`src/rtl/deser_pkg.sv`:
```
// Shared constants, state encoding and the K28.5 match helper for the 8b/10b word deserializer.
package deser_pkg;

    localparam int WORD_W = 10;

    localparam logic [WORD_W-1:0] K28_5_RDN = 10'h17C;
    localparam logic [WORD_W-1:0] K28_5_RDP = 10'h283;

    typedef enum logic [0:0] {
        HUNT   = 1'b0,
        LOCKED = 1'b1
    } state_t;

    // Either running-disparity form of K28.5 counts as a comma.
    function automatic logic is_k28_5(input logic [WORD_W-1:0] word);
        return (word == K28_5_RDN) || (word == K28_5_RDP);
    endfunction

endpackage

```
`src/rtl/deser_comma_det.sv`:
```
// Combinational K28.5 comma recogniser applied to a 10-bit candidate window.
module deser_comma_det
    import deser_pkg::*;
(
    input  logic [WORD_W-1:0] word,
    output logic              is_comma
);

    // Pure compare against both disparity forms.
    always_comb begin
        is_comma = is_k28_5(word);
    end

endmodule

```
`src/rtl/deserializer.sv`:
```
// LSB-first 10-bit deserializer with K28.5 comma alignment.
// Optional in-lock realignment on off-grid commas is enabled by defining DESER_REALIGN_EN.
module deserializer
    import deser_pkg::*;
(
    input  logic              clk,
    input  logic              reset_n,
    input  logic              serial_in,
    input  logic              valid_in,
    input  logic              lock_clr,
    output logic [WORD_W-1:0] data_out,
    output logic              data_valid,
    output logic              locked,
    output logic              comma_det,
    output logic              realign
);

    localparam logic [3:0] LAST_BIT = 4'd9;

    state_t            state_r;
    state_t            state_nxt_s;
    logic [WORD_W-1:0] window_r;
    logic [WORD_W-1:0] window_nxt_s;
    logic [WORD_W-1:0] next_window_s;
    logic [3:0]        bit_cnt_r;
    logic [3:0]        bit_cnt_nxt_s;
    logic              is_comma_s;
    logic              emit_s;
    logic              realign_s;
    logic [WORD_W-1:0] data_out_r;
    logic              data_valid_r;
    logic              comma_det_r;
    logic              realign_r;

    // Candidate window as it would look after accepting the current bit.
    assign next_window_s = {serial_in, window_r[WORD_W-1:1]};

    deser_comma_det u_comma_det (
        .word     (next_window_s),
        .is_comma (is_comma_s)
    );

    // State register.
    always_ff @(posedge clk or negedge reset_n) begin
        if (!reset_n) begin
            state_r <= HUNT;
        end else begin
            state_r <= state_nxt_s;
        end
    end

    // Next-state logic; lock_clr overrides any accepted bit.
    always_comb begin
        state_nxt_s = state_r;
        if (lock_clr) begin
            state_nxt_s = HUNT;
        end else if (valid_in) begin
            case (state_r)
                HUNT: begin
                    if (is_comma_s) begin
                        state_nxt_s = LOCKED;
                    end else begin
                        state_nxt_s = HUNT;
                    end
                end
                LOCKED:  state_nxt_s = LOCKED;
                default: state_nxt_s = HUNT;
            endcase
        end else begin
            state_nxt_s = state_r;
        end
    end

    // Output/datapath decode: decides window/count updates and word emission.
    always_comb begin
        window_nxt_s  = window_r;
        bit_cnt_nxt_s = bit_cnt_r;
        emit_s        = 1'b0;
        realign_s     = 1'b0;
        if (lock_clr) begin
            window_nxt_s  = '0;
            bit_cnt_nxt_s = 4'd0;
        end else if (valid_in) begin
            window_nxt_s = next_window_s;
            case (state_r)
                HUNT: begin
                    bit_cnt_nxt_s = 4'd0;
                    if (is_comma_s) begin
                        emit_s = 1'b1;
                    end else begin
                        emit_s = 1'b0;
                    end
                end
                LOCKED: begin
                    if (bit_cnt_r == LAST_BIT) begin
                        emit_s        = 1'b1;
                        bit_cnt_nxt_s = 4'd0;
                    end
`ifdef DESER_REALIGN_EN
                    else if (is_comma_s) begin
                        emit_s        = 1'b1;
                        realign_s     = 1'b1;
                        bit_cnt_nxt_s = 4'd0;
                    end
`endif
                    else begin
                        bit_cnt_nxt_s = bit_cnt_r + 4'd1;
                    end
                end
                default: begin
                    bit_cnt_nxt_s = 4'd0;
                end
            endcase
        end else begin
            window_nxt_s  = window_r;
            bit_cnt_nxt_s = bit_cnt_r;
        end
    end

    // Shift window and bit counter.
    always_ff @(posedge clk or negedge reset_n) begin
        if (!reset_n) begin
            window_r  <= '0;
            bit_cnt_r <= 4'd0;
        end else begin
            window_r  <= window_nxt_s;
            bit_cnt_r <= bit_cnt_nxt_s;
        end
    end

    // Registered word outputs; data_out holds between words.
    always_ff @(posedge clk or negedge reset_n) begin
        if (!reset_n) begin
            data_out_r   <= '0;
            data_valid_r <= 1'b0;
            comma_det_r  <= 1'b0;
            realign_r    <= 1'b0;
        end else begin
            if (emit_s) begin
                data_out_r <= next_window_s;
            end else begin
                data_out_r <= data_out_r;
            end
            data_valid_r <= emit_s;
            comma_det_r  <= emit_s & is_comma_s;
            realign_r    <= realign_s;
        end
    end

    assign data_out   = data_out_r;
    assign data_valid = data_valid_r;
    assign comma_det  = comma_det_r;
    assign realign    = realign_r;
    assign locked     = (state_r == LOCKED);

endmodule

```
`config.mk`:
```
export PLATFORM = sky130hd
export DESIGN_NAME = deserializer
export DESIGN_NICKNAME = d
export VERILOG_FILES = /design/src/rtl/deser_pkg.sv /design/src/rtl/deser_comma_det.sv /design/src/rtl/deserializer.sv
export SDC_FILE = /design/constraint.sdc
export NUM_CORES = 1
export LEC_CHECK = 0
export ABC_AREA = 1
export BUFFER_PORTS_ARGS = -buffer_cell sky130_fd_sc_hd__buf_4
export CAP_MARGIN = 30
export CORE_MARGIN = 5
export CORE_UTILIZATION = 45
export CTS_CLUSTER_DIAMETER = 60
export DETAILED_ROUTE_END_ITERATION = 8
export PLACE_DENSITY_LB_ADDON = 0.15
export REMOVE_ABC_BUFFERS = 1
export SYNTH_ARGS = -nofsm -noshare
export SYNTH_HDL_FRONTEND = slang
export SYNTH_SLANG_ARGS = --single-unit
```
`constraint.sdc`:
```
create_clock -name clk -period 3.4 [get_ports clk]
set_clock_uncertainty 0.15 [all_clocks]
set_input_delay 0.34 -clock clk [delete_from_list [all_inputs] [get_ports clk]]
set_output_delay 0.34 -clock clk [all_outputs]
set_load 0.02 [all_outputs]
```
; Word-level counts from Yosys, hierarchy flattened
; Index checks and enable logic that the tools add are counted.
[op_classes]
add_sub_neg = 1
n_eq_ne = 3
n_mux = 14
bitwise_logic = 2
reduce_logical = 2
[ops]
columns = op, n
row1 = $mux W10, 2
row2 = $mux W4, 3
row3 = $eq A10 B10 Y1 const B, 1
row4 = $eq A10 B9 Y1 const B, 1
row5 = $pmux W4 S2, 1
row6 = $mux W1, 6
row7 = $add A4 B1 Y4 const B, 1
row8 = $eq A4 B4 Y1 const B, 1
row9 = $pmux W1 S2, 2
row10 = $reduce_bool A2 Y1, 1
row11 = $and A1 B1 Y1, 1
row12 = $logic_or A1 B1 Y1, 1
row13 = $not A1 Y1, 1
[totals]
ff_bits = 27
output_inout_bits = 14

; Logic depth before layout (Yosys ltp)
; Gate-level depths: netlist (run 1).
[logic_depth]
word_depth = 7
depth_mapped = 10

; Cells and area by module
; A second synthesis (run 1) with hierarchy kept.
[hier_totals]
cells_unflattened = 142
hier_area_um2 = 1194.9
[modules_own_cells]
columns = mod, n_inst, cells_per_inst, area_each_um2, seq_area_each_um2
row1 = deserializer, 1, 119, 1103.6, 650.6
row2 = deser_comma_det, 1, 23, 91.3, 0.0

; Worst setup path before layout (run 1)
; Ideal clock, no wire load.
[synth_path]
kind = register -> register
startpoint = register bit_cnt_r[1]
endpoint = register data_out_r[1], in the netlist data_out[1]
setup_time_ps = 117
arrival_time_ps = 1136
path_slack_ps = 1997
stages_incl_launch_ff = 11
path_buffers = 1
period_less_slack_ps = 1403
path_cell_list = dfrtp_1 inv_1 ha_1 nand3_1 nand2_1 inv_1 nor2_2 nand2_2 buf_6 nand2_1 nand2_1
[synth_between]
elab_chain_cells = 5
[synth_rtl]
columns = element, line_no
row1 = "start, declared", deserializer.sv:25  ; logic [3:0] bit_cnt_r;
row2 = "start signal, assigned", deserializer.sv:127  ; bit_cnt_r <= bit_cnt_nxt_s;
row3 = $eq A4 B4 Y1, deserializer.sv:95  ; if (bit_cnt_r == LAST_BIT) begin
row4 = $mux W1, deserializer.sv:95
row5 = $pmux W1 S2, deserializer.sv:85  ; case (state_r)
row6 = $mux W1, deserializer.sv:83  ; end else if (valid_in) begin
row7 = $mux W1, deserializer.sv:80  ; if (lock_clr) begin
row8 = "end signal, assigned", deserializer.sv:140  ; data_out_r <= next_window_s;
row9 = "end signal, assigned", deserializer.sv:142  ; data_out_r <= data_out_r;
row10 = "end, declared", deserializer.sv:30  ; logic [WORD_W-1:0] data_out_r;
; No other way between the ends.
; A chain may end at the register's enable or synchronous reset.

; Final worst setup path (run 1)
[layout_path]
startpoint = register bit_cnt_r[1]
endpoint = register data_out_r[8], in the netlist data_out[8]
; Same word-level chain as after synthesis.

==> results.ini, run 1 <==
[synth]
synth.largest_area_cell=dfrtp_1
synthArstFlopShare_pct=100
postSynthAreaPerCell_um2=8.94
yosysUniqueCellTypes=22
ys_warn_count=0
syn_area_mm2=0.00119
synth_edf_count=0
yosysTopAreaCellShare_pct=54.7
synth_area_leaders=dfrtp_1 55%, nand2_1 10%, nand3_1 6.3%
syn_inst=133
synth.most_common_cell=nand2_1
ys_seq_area_share_pct=54.7
synth_seq_cells=26
synth_common_cells=33 x nand2_1, 26 x dfrtp_1, 17 x inv_1
ys.flop_type=dfrtp_1

[worst_setup_path]
end_kind=flip-flop
startpoint_type=flip-flop
ff2ff_path_depth=9
crit_path_max_fanout=12
crit_type=reg2reg
crit_required_ps=3460
arrival_ps=1880

[clock_tree]
cts_resized=0
cts_num_sinks=26
insertion_delay_ps=310
clk_pin_slew_worst_paths_ps=140
htreeDepth=1
numCtsBuffers=3
cts_tree=built
cts_root_buf=clkbuf_4
cts.path.max_buffers=2

[detailed_routing]
drt_iter0_drc=22
drc=0
vias_per_cell=4.84
drtAntennaViolNets=0
wire_per_inst_um=12.3
first_pass_iters=4
via_count=866
drt-total-wl_mm=2.20

[cells_and_area]
areaGrowthSynthToFinish_pct=13.1
drive_gt1_share_pct=20.1
seqCellArea_um2=651
diodes=0
nets=158
multiInputGateArea_um2=424
nFillCells=230
final_area_mm2=0.00134

[power]
power_density_mw_per_mm2=361
vdd_ir_drop_max_v=0.000230
power.total_uw=485
leakage_nw=0.718

[floorplan]
ios=19
initial_utilization_pct=47.5
core_mm2=0.00250
die_h_um=61.4
die_w_um=61.4
rows=18
die_area_mm2=0.00377

[sta]
period_needed_ps=1810
period_share_pct=53.3
fmax_ghz=0.552
timing.setup.tns_ps=0
slew_violations=0
setup_viol=0
hold_viol_final=0
rsz0062_at_grt=false

[flow_run]
max_cap_violations=0

[min_path]
min_path_cells=2
hp-class=in2reg

[status]
status=finished clean

[global_routing]
overflow=0
grt_pass1_vias=833
grt_start_max_net_pins=27
antenna_found_initial=0
grtUsageTotal_pct=13.4
grt_first_pass_wirelength_mm=3.73

[place]
dp_hpwl_mm=1.70
placed_area_mm2=0.00131
place_congestion=0.753
io_buffers=17

## report_power, final
group / total, mW / switching, mW / internal [mW] / leakage [nW]
Combinational: 0.0401 / 0.0267 / 0.0135 / 0.344
Sequential: 0.318 / 0.00354 / 0.314 / 0.360
Clock: 0.127 / 0.0857 / 0.0414 / 0.0138
Total: 0.485 / 0.116 / 0.369 / 0.718
## cells by family after synthesis
kind of cell	Yosys count	share of synthesized area (%)
AOI/OAI and AO/OA	11	5.58
xor gates and xnor gates	1	0.737
adders and majority gates	2	2.10
buffers and inverters	24	9.58
DFF	26	54.7
muxes	1	0.842
other	1	0.315
and+or+nand+nor	67	26.1
## cell type report
type,count,area share [%]
Multi-Input combinational cell,83,31.6
Clock buffer,3,1.68
Inverter,19,5.31
Tap cell,30,2.79
Sequential cell,26,48.4
Timing Repair Buffer,18,10.2
## repair_timing
item                       CTS  global route
hold endpoints to repair    26             0
setup buffers                0             0
hold buffers                 1             0
setup endpoints to repair    0             0
## through the flow
step                      worst slack (ps)  hold WS [ps]  std cells  utilization, %
after floorplan                       1810          -106        128               -
after global placement                1690           109        175            52.5
after detailed placement              1610           117        175            52.5
after CTS                             1570          79.1        179            53.8
after global routing                  1400          76.7        179            53.8
final                                 1590          77.5        179            53.8
## worst paths after layout
path | startpoint | end | slack [ps]
worst min-delay path | lock_clr | locked | 80
max in group asynchronous | reset_n | window_r[4] | 2560
worst max register to register | bit_cnt_r[1] | data_out[8] | 1590
worst min register to register | data_out[1] | data_out[1] | 340
worst max-delay path | bit_cnt_r[1] | data_out[8] | 1590
min in group asynchronous | reset_n | data_out[4] | 290
## registers in the layout, summed over array words and instances (netlist names)
signal / count
data_valid: 1
locked: 1
comma_det: 1
window_r: 9
bit_cnt_r: 4
data_out: 10
## worst max-delay path, cell delays in order, from the launching register on
cell and delay (ps):
dfrtp_1 420, inv_1 80, ha_1 140, nand3_1 80, nand2_1 60, inv_1 50
nor2_2 330, nand2_2 230, nand2_1 110, nand2_1 50
## placed cells by master, fill, tap and decap left out, drive strengths merged
| cell | instances |
|---|---|
| and2 | 1 |
| conb | 1 |
| buf | 17 |
| nor3 | 1 |
| dfrtp | 26 |
| xor2 | 1 |
| nand3 | 17 |
| nor3b | 1 |
| nor2 | 11 |
| mux2i | 1 |
| ha | 2 |
| nand2 | 36 |
| o22ai | 9 |
| dlygate4sd3 | 1 |
| o21ai | 2 |
| clkbuf | 3 |
| inv | 19 |
## layer usage
layer	vias up	track usage (%)	share of wire, %
met5	-	0	0
met4	0	5.45	1.5
met3	4	2.73	5.2
met2	16	21.1	42
met1	396	18.1	51
li1	450	-	-
Power figures use the tool's default switching activity.
==> inputs of run 2 (changes only) <==
- clock period: 3.4 -> 1.7 ns (I/O delays scaled with it)
==> results.ini, run 2 (synthesized netlist as in run 1, its figures left out) <==
[cells_and_area]
drive_gt1_share_pct=21.9  ; +1.8 points
largest_register_ffs=10  ; unchanged
utilization_pct=56.8  ; +3.0 points
mostFrequentLayoutCell=nand2_1
nets=163  ; +3.2%
layout_common_cells=33 x nand2_1, 26 x dfrtp_1, 19 x buf_4, 16 x inv_1, 15 x nand3_1
diodes=0  ; unchanged
areaGrowthSynthToFinish_pct=19.4

[global_routing]
grt_pass1_vias=880  ; +5.6%
grt_start_max_net_pins=27  ; unchanged
grtUsageTotal_pct=13.8  ; +0.43 points
overflow=0  ; unchanged
grt_first_pass_wirelength_mm=3.83  ; +2.8%
antenna_found_initial=0  ; unchanged

[status]
status=finished clean

[worst_setup_path]
arrival_ps=1600  ; -280 ps
rrSetupSlack_ps=200  ; -1390 ps
slowest_stage=dlygate4sd3_1
crit_path_cell_trace=dlygate4sd3_1, buf_4, nor2_1, inv_2, nand2_1, xor2_1, nor2_1
crit-reg2reg-launch=bit_cnt_r[1]
crit_path_max_fanout=13  ; +1
slowest_delay_ps=540  ; +120 ps
ff2ff_path_depth=9  ; unchanged
crit_type=in2reg
crit_top_cell=nor2_1
startpoint_type=input port
end_kind=flip-flop
r2r-end=data_out[5]
crit_required_ps=1770  ; -1690 ps

[clock_tree]
cts_root_buf=clkbuf_4
insertion_delay_ps=330  ; +20 ps
cts_tree=built
htreeDepth=1  ; unchanged
clk_pin_slew_worst_paths_ps=150  ; about the same
cts.path.max_buffers=2  ; unchanged
numCtsBuffers=3  ; unchanged
cts_num_sinks=26  ; unchanged

[detailed_routing]
drt-total-wl_mm=2.20  ; about the same
drt_iter0_drc=35  ; +59%
via_count=911  ; +5.2%
vias_per_cell=4.92  ; +1.8%
wire_per_inst_um=11.9  ; -3.2%
drc=0  ; unchanged
first_pass_iters=4  ; unchanged
drtAntennaViolNets=0  ; unchanged

[floorplan]
ios=19  ; unchanged
initial_utilization_pct=47.5  ; unchanged
die_area_mm2=0.00377  ; unchanged
rows=18  ; unchanged
die_h_um=61.4  ; unchanged
die_w_um=61.4  ; unchanged
core_mm2=0.00250  ; unchanged

[sta]
period_needed_ps=1530
timing.setup.tns_ps=0  ; unchanged
hold_viol_final=0  ; unchanged
slew_violations=0  ; unchanged
fmax_ghz=0.654
period_share_pct=89.9
rsz0062_at_grt=false
setup_viol=0  ; unchanged

[place]
dp_hpwl_mm=1.64  ; -3.5%
io_buffers=17  ; unchanged
place_congestion=0.809  ; +7.5%

[power]
power_density_mw_per_mm2=809  ; +120%
vdd_ir_drop_max_v=0.000522  ; +130%
leakage_nw=0.755  ; +5.1%

[flow_run]
max_cap_violations=0  ; unchanged

[min_path]
hp-class=in2async

-- run 2: cell count changes in the layout (fill, tap and decap cells not counted), sizes merged --
cell,delta
buf,+2
bufinv,+1
dlygate4sd3,+3
-- run 2: worst max-delay path by stage --
stage	startpoint	endpoint
6_report	lock_clr	bit_cnt_r[2]
3_5_place_dp	bit_cnt_r[1]	data_out[3]
4_1_cts	lock_clr	bit_cnt_r[2]
5_1_grt	bit_cnt_r[1]	data_out[5]
3_3_place_gp	bit_cnt_r[1]	data_out[8]
2_1_floorplan	bit_cnt_r[1]	data_out[0]
-- run 2: worst max-delay path, delay by kind of cell --
family                 cells  cell delay, ps
XOR/XNOR                   1             150
buffers and inverters      3             850
AND/OR/NAND/NOR            3             420
-- run 2: report_power, final --
group | total (mW) | switching, mW | leakage, nW | internal, mW
Combinational | 0.0870 | 0.0540 | 0.366 | 0.0330
Sequential | 0.636 | 0.00741 | 0.360 | 0.629
Clock | 0.424 | 0.186 | 0.0279 | 0.239
-- run 2: metrics by stage --
stage | hold slack (ps) | setup slack, ps | power [mW] | cell area (um^2) | cells
after global routing | 138 | 59.5 | 1.19 | 1420 | 185
after detailed placement | -52.5 | 211 | 0.730 | 1330 | 177
after floorplan | -276 | 109 | 0.686 | 1150 | 128
after CTS | 111 | 113 | 1.16 | 1420 | 185
final | 106 | 171 | 1.15 | 1420 | 185
after global placement | -60.0 | 259 | 0.728 | 1330 | 177
-- run 2: routing by layer --
layer  up-vias  global-route usage, %  share of wire [%]
met4         0                   5.45                1.1
met2        23                   21.9                 44
met1       418                   18.5                 48
met5         -                      0                  0
met3         4                   3.14                6.6
li1        466                      -                  -
-- run 2: what timing repair did --
item	in CTS	in global routing
resized for setup	0	1
buffers inserted	0	0
endpoints found under the setup margin	0	1
hold buffers	4	0
hold endpoints to repair	30	0
-- run 2: area by class of cell --
type | instances | area (um^2)
Fill cell | 232 | 1080
Tap cell | 30 | 37.5
Timing Repair Buffer | 23 | 183
Clock buffer | 3 | 22.5
Sequential cell | 26 | 651
Multi-Input combinational cell | 83 | 424
Inverter | 19 | 71.3
Clock inverter | 1 | 30.0
==> inputs of run 3 (changes only) <==
- ABC_AREA: 1 -> unset
==> results.ini, run 3 <==
[clock_tree]
cts_root_buf=clkbuf_4
cts_tree=built
cts_num_sinks=26  ; unchanged
numCtsBuffers=3  ; unchanged
cts.path.max_buffers=2  ; unchanged
clk_pin_slew_worst_paths_ps=130  ; -20 ps
insertion_delay_ps=310  ; -20 ps
htreeDepth=1  ; unchanged

[worst_setup_path]
crit_type=reg2reg
path_buf_inv=2  ; -1
critPathTopFamily=flip-flops
startpoint_type=flip-flop
crit_required_ps=1760  ; about the same
crit_path_max_fanout=5  ; -8
crit_path_cell_trace=nor4b_2, nand3b_1, o21ai_2, a21oi_4, buf_6, buf_12, mux2_4
slowest_delay_ps=430  ; -110 ps
slowest_stage=dfrtp_1
end_kind=flip-flop
arrival_ps=1980  ; +380 ps

[detailed_routing]
highest_layer=met4
wire_per_inst_um=14.3  ; +20%
met3_length_um=77  ; -47%
drc=0  ; unchanged
drt-total-wl_mm=2.41  ; +9.4%
vias_per_cell=5.19  ; +5.4%
wl_met2_mm=1.21  ; +26%
drtAntennaViolNets=0  ; unchanged
first_pass_iters=4  ; unchanged
via_count=877  ; -3.7%
drt_iter0_drc=20  ; -43%
wl_met1_mm=1.10  ; +3.5%

[sta]
fmax_ghz=0.521  ; -20%
relSlewSlack_pct=63.1
worstMarginPinSlew_ps=552
rsz0062_at_grt=true
slew_violations=0  ; unchanged
hold_viol_final=0  ; unchanged
setup_viol=10  ; +10
setup_slack_ps=-219  ; -390 ps
period_share_pct=113  ; +23 points
period_needed_ps=1920  ; +390 ps

[power]
power_density_mw_per_mm2=572  ; -29%
vdd_ir_drop_max_v=0.000413  ; -21%
switching_share_pct=22.1  ; +0.56 points
pwr-share-clk_pct=26.5  ; -10 points
leakage_nw=0.878  ; +16%
pwr-share-comb_pct=7.5  ; about the same
power_frac_seq_pct=66.1  ; +11 points
power.total_uw=943  ; -18%
switchingPower_uw=209  ; -16%
p_int_uw=734  ; -18%

[global_routing]
overflow=0  ; unchanged
antenna_found_initial=0  ; unchanged
grt_pass1_vias=976  ; +11%
grt_first_pass_wirelength_mm=4.31  ; +13%
grt_start_max_net_pins=27  ; unchanged
grtUsageTotal_pct=15.2  ; +1.3 points

[floorplan]
die_h_um=61.8  ; +0.70%
core_mm2=0.00252  ; +0.90%
die_w_um=61.8  ; +0.70%
initial_utilization_pct=47.9  ; +0.37 points
rows=18  ; unchanged
ios=19  ; unchanged
die_area_mm2=0.00382  ; +1.4%

[cells_and_area]
layout_common_cells=37 x buf_4, 26 x dfrtp_1, 15 x nor2_1, 10 x mux2i_1, 10 x mux2_4
drive_gt1_share_pct=45.3  ; +23 points
nets=148  ; -9.2%
mostFrequentLayoutCell=buf_4
multiInputGateArea_um2=566  ; +33%
final_area_mm2=0.00165  ; +16%
largest_register_ffs=10  ; unchanged
nFillCells=207  ; -11%
areaGrowthSynthToFinish_pct=36.3
seqCellArea_um2=651  ; unchanged
diodes=0  ; unchanged

[place]
dp_hpwl_mm=1.66  ; +1.0%
place_congestion=0.839  ; +3.7%
io_buffers=17  ; unchanged
placed_area_mm2=0.00151  ; +13%

[synth]
synth_fa_ha_area_share_pct=2.07  ; -0.035 points
synth_xor_area_share_pct=0  ; -0.74 points
ys_seq_area_share_pct=53.8  ; -0.91 points
synth_edf_count=0  ; unchanged
synth.largest_area_cell=dfrtp_1
postSynthAreaPerCell_um2=12.5  ; +39%
syn_area_mm2=0.00121  ; +1.7%
synth_compound_area_share_pct=3.83  ; -1.7 points
ys_warn_count=0  ; unchanged
yosysUniqueCellTypes=30  ; +36%
synthMuxAreaShare_pct=21.3  ; +20 points
yosysTopAreaCellShare_pct=53.8  ; -0.91 points
synth_area_leaders=dfrtp_1 54%, mux2_4 11%, mux2i_1 8.3%
synth_seq_cells=26  ; unchanged
synthSimpleGateAreaFrac_pct=15.1  ; -11 points
ys.flop_type=dfrtp_1
synth_common_cells=26 x dfrtp_1, 15 x nor2_1, 10 x mux2i_1
syn_inst=97  ; -27%
synthArstFlopShare_pct=100  ; unchanged
synth.most_common_cell=dfrtp_1
synth_top_family_by_area=multiplexers

[flow_run]
max_cap_violations=0  ; unchanged

[status]
status=complete, but fails checks
violations=setup timing

[min_path]
hp-class=in2reg

==> run 3: cell count changes after synthesis, moves of 3 or more <==
cell	change
mux2i_1	+9
inv_1	-14
nor2_1	+7
nand3_1	-14
nand2_1	-31
nand2_2	-3
mux2_4	+9
o22ai_1	-9
==> run 3: metal layers <==
metal	global-route usage [%]	vias to the layer above
li1	-	422
met1	18.7	443
met2	26.8	10
met3	2.07	2
met4	6.06	0
met5	0	-
==> run 3: worst min-delay path, cell delays in order <==
cell and delay [ps]:
buf_4 90, buf_4 100, mux2_4 130
==> run 3: power by group through the flow <==
stage                     clock [mW]  sequential, mW  combinational (mW)
after floorplan                    0           0.636              0.0153
after CTS                      0.266           0.623              0.0702
after detailed placement           0           0.635              0.0620
final                          0.250           0.623              0.0704
after global placement             0           0.634              0.0611
after global routing           0.283           0.624              0.0780
==> run 3: final cells by class <==
| class | count | share of cell area [%] |
|---|---|---|
| flip-flops and latches | 26 | 39.5 |
| multi-input cells | 63 | 34.3 |
| repair buffers | 44 | 21.9 |
| well taps | 30 | 2.28 |
| clock buffers | 3 | 1.37 |
| inverters | 3 | 0.683 |
==> run 3: cell families after synthesis <==
| family | Yosys count |
|---|---|
| fa+ha+maj | 2 |
| simple gates | 32 |
| buf+inv | 8 |
| compound gates | 7 |
| other cells | 1 |
| mux | 21 |
| flops | 26 |
==> run 3: path summary, 6_finish.rpt <==
check | slack [ps] | cells past startpoint | from | endpoint
max reg2reg | -220 | 7 | window_r[1] | data_out[1]
min in group asynchronous | 130 | 2 | reset_n | data_out[8]
max in group asynchronous | 1020 | 2 | reset_n | window_r[4]
max | -220 | 7 | window_r[1] | data_out[1]
min reg2reg | 380 | 1 | data_out[3] | data_out[3]
min | 60 | 3 | serial_in | data_out[9]
==> run 3: timing repair <==
action                                  CTS  global route
hold endpoints to repair                 41             0
gates cloned                              1             0
buffers inserted                          4             3
resized for setup                        10             4
hold buffers                              4             0
endpoints found under the setup margin   10            17
pin swaps                                 3             7
==> run 3: through the flow <==
step | setup TNS, ps | util, % | cells | setup slack [ps] | hold WS (ps)
after global routing | -3150 | 65.3 | 169 | -363 | 53.2
after global placement | -1350 | 59.7 | 159 | -142 | -56.0
after detailed placement | -1650 | 59.7 | 159 | -171 | -51.8
final | -1800 | 65.3 | 169 | -219 | 55.0
after floorplan | -3790 | - | 92 | -415 | -276
after CTS | -1760 | 65.8 | 171 | -181 | 42.1
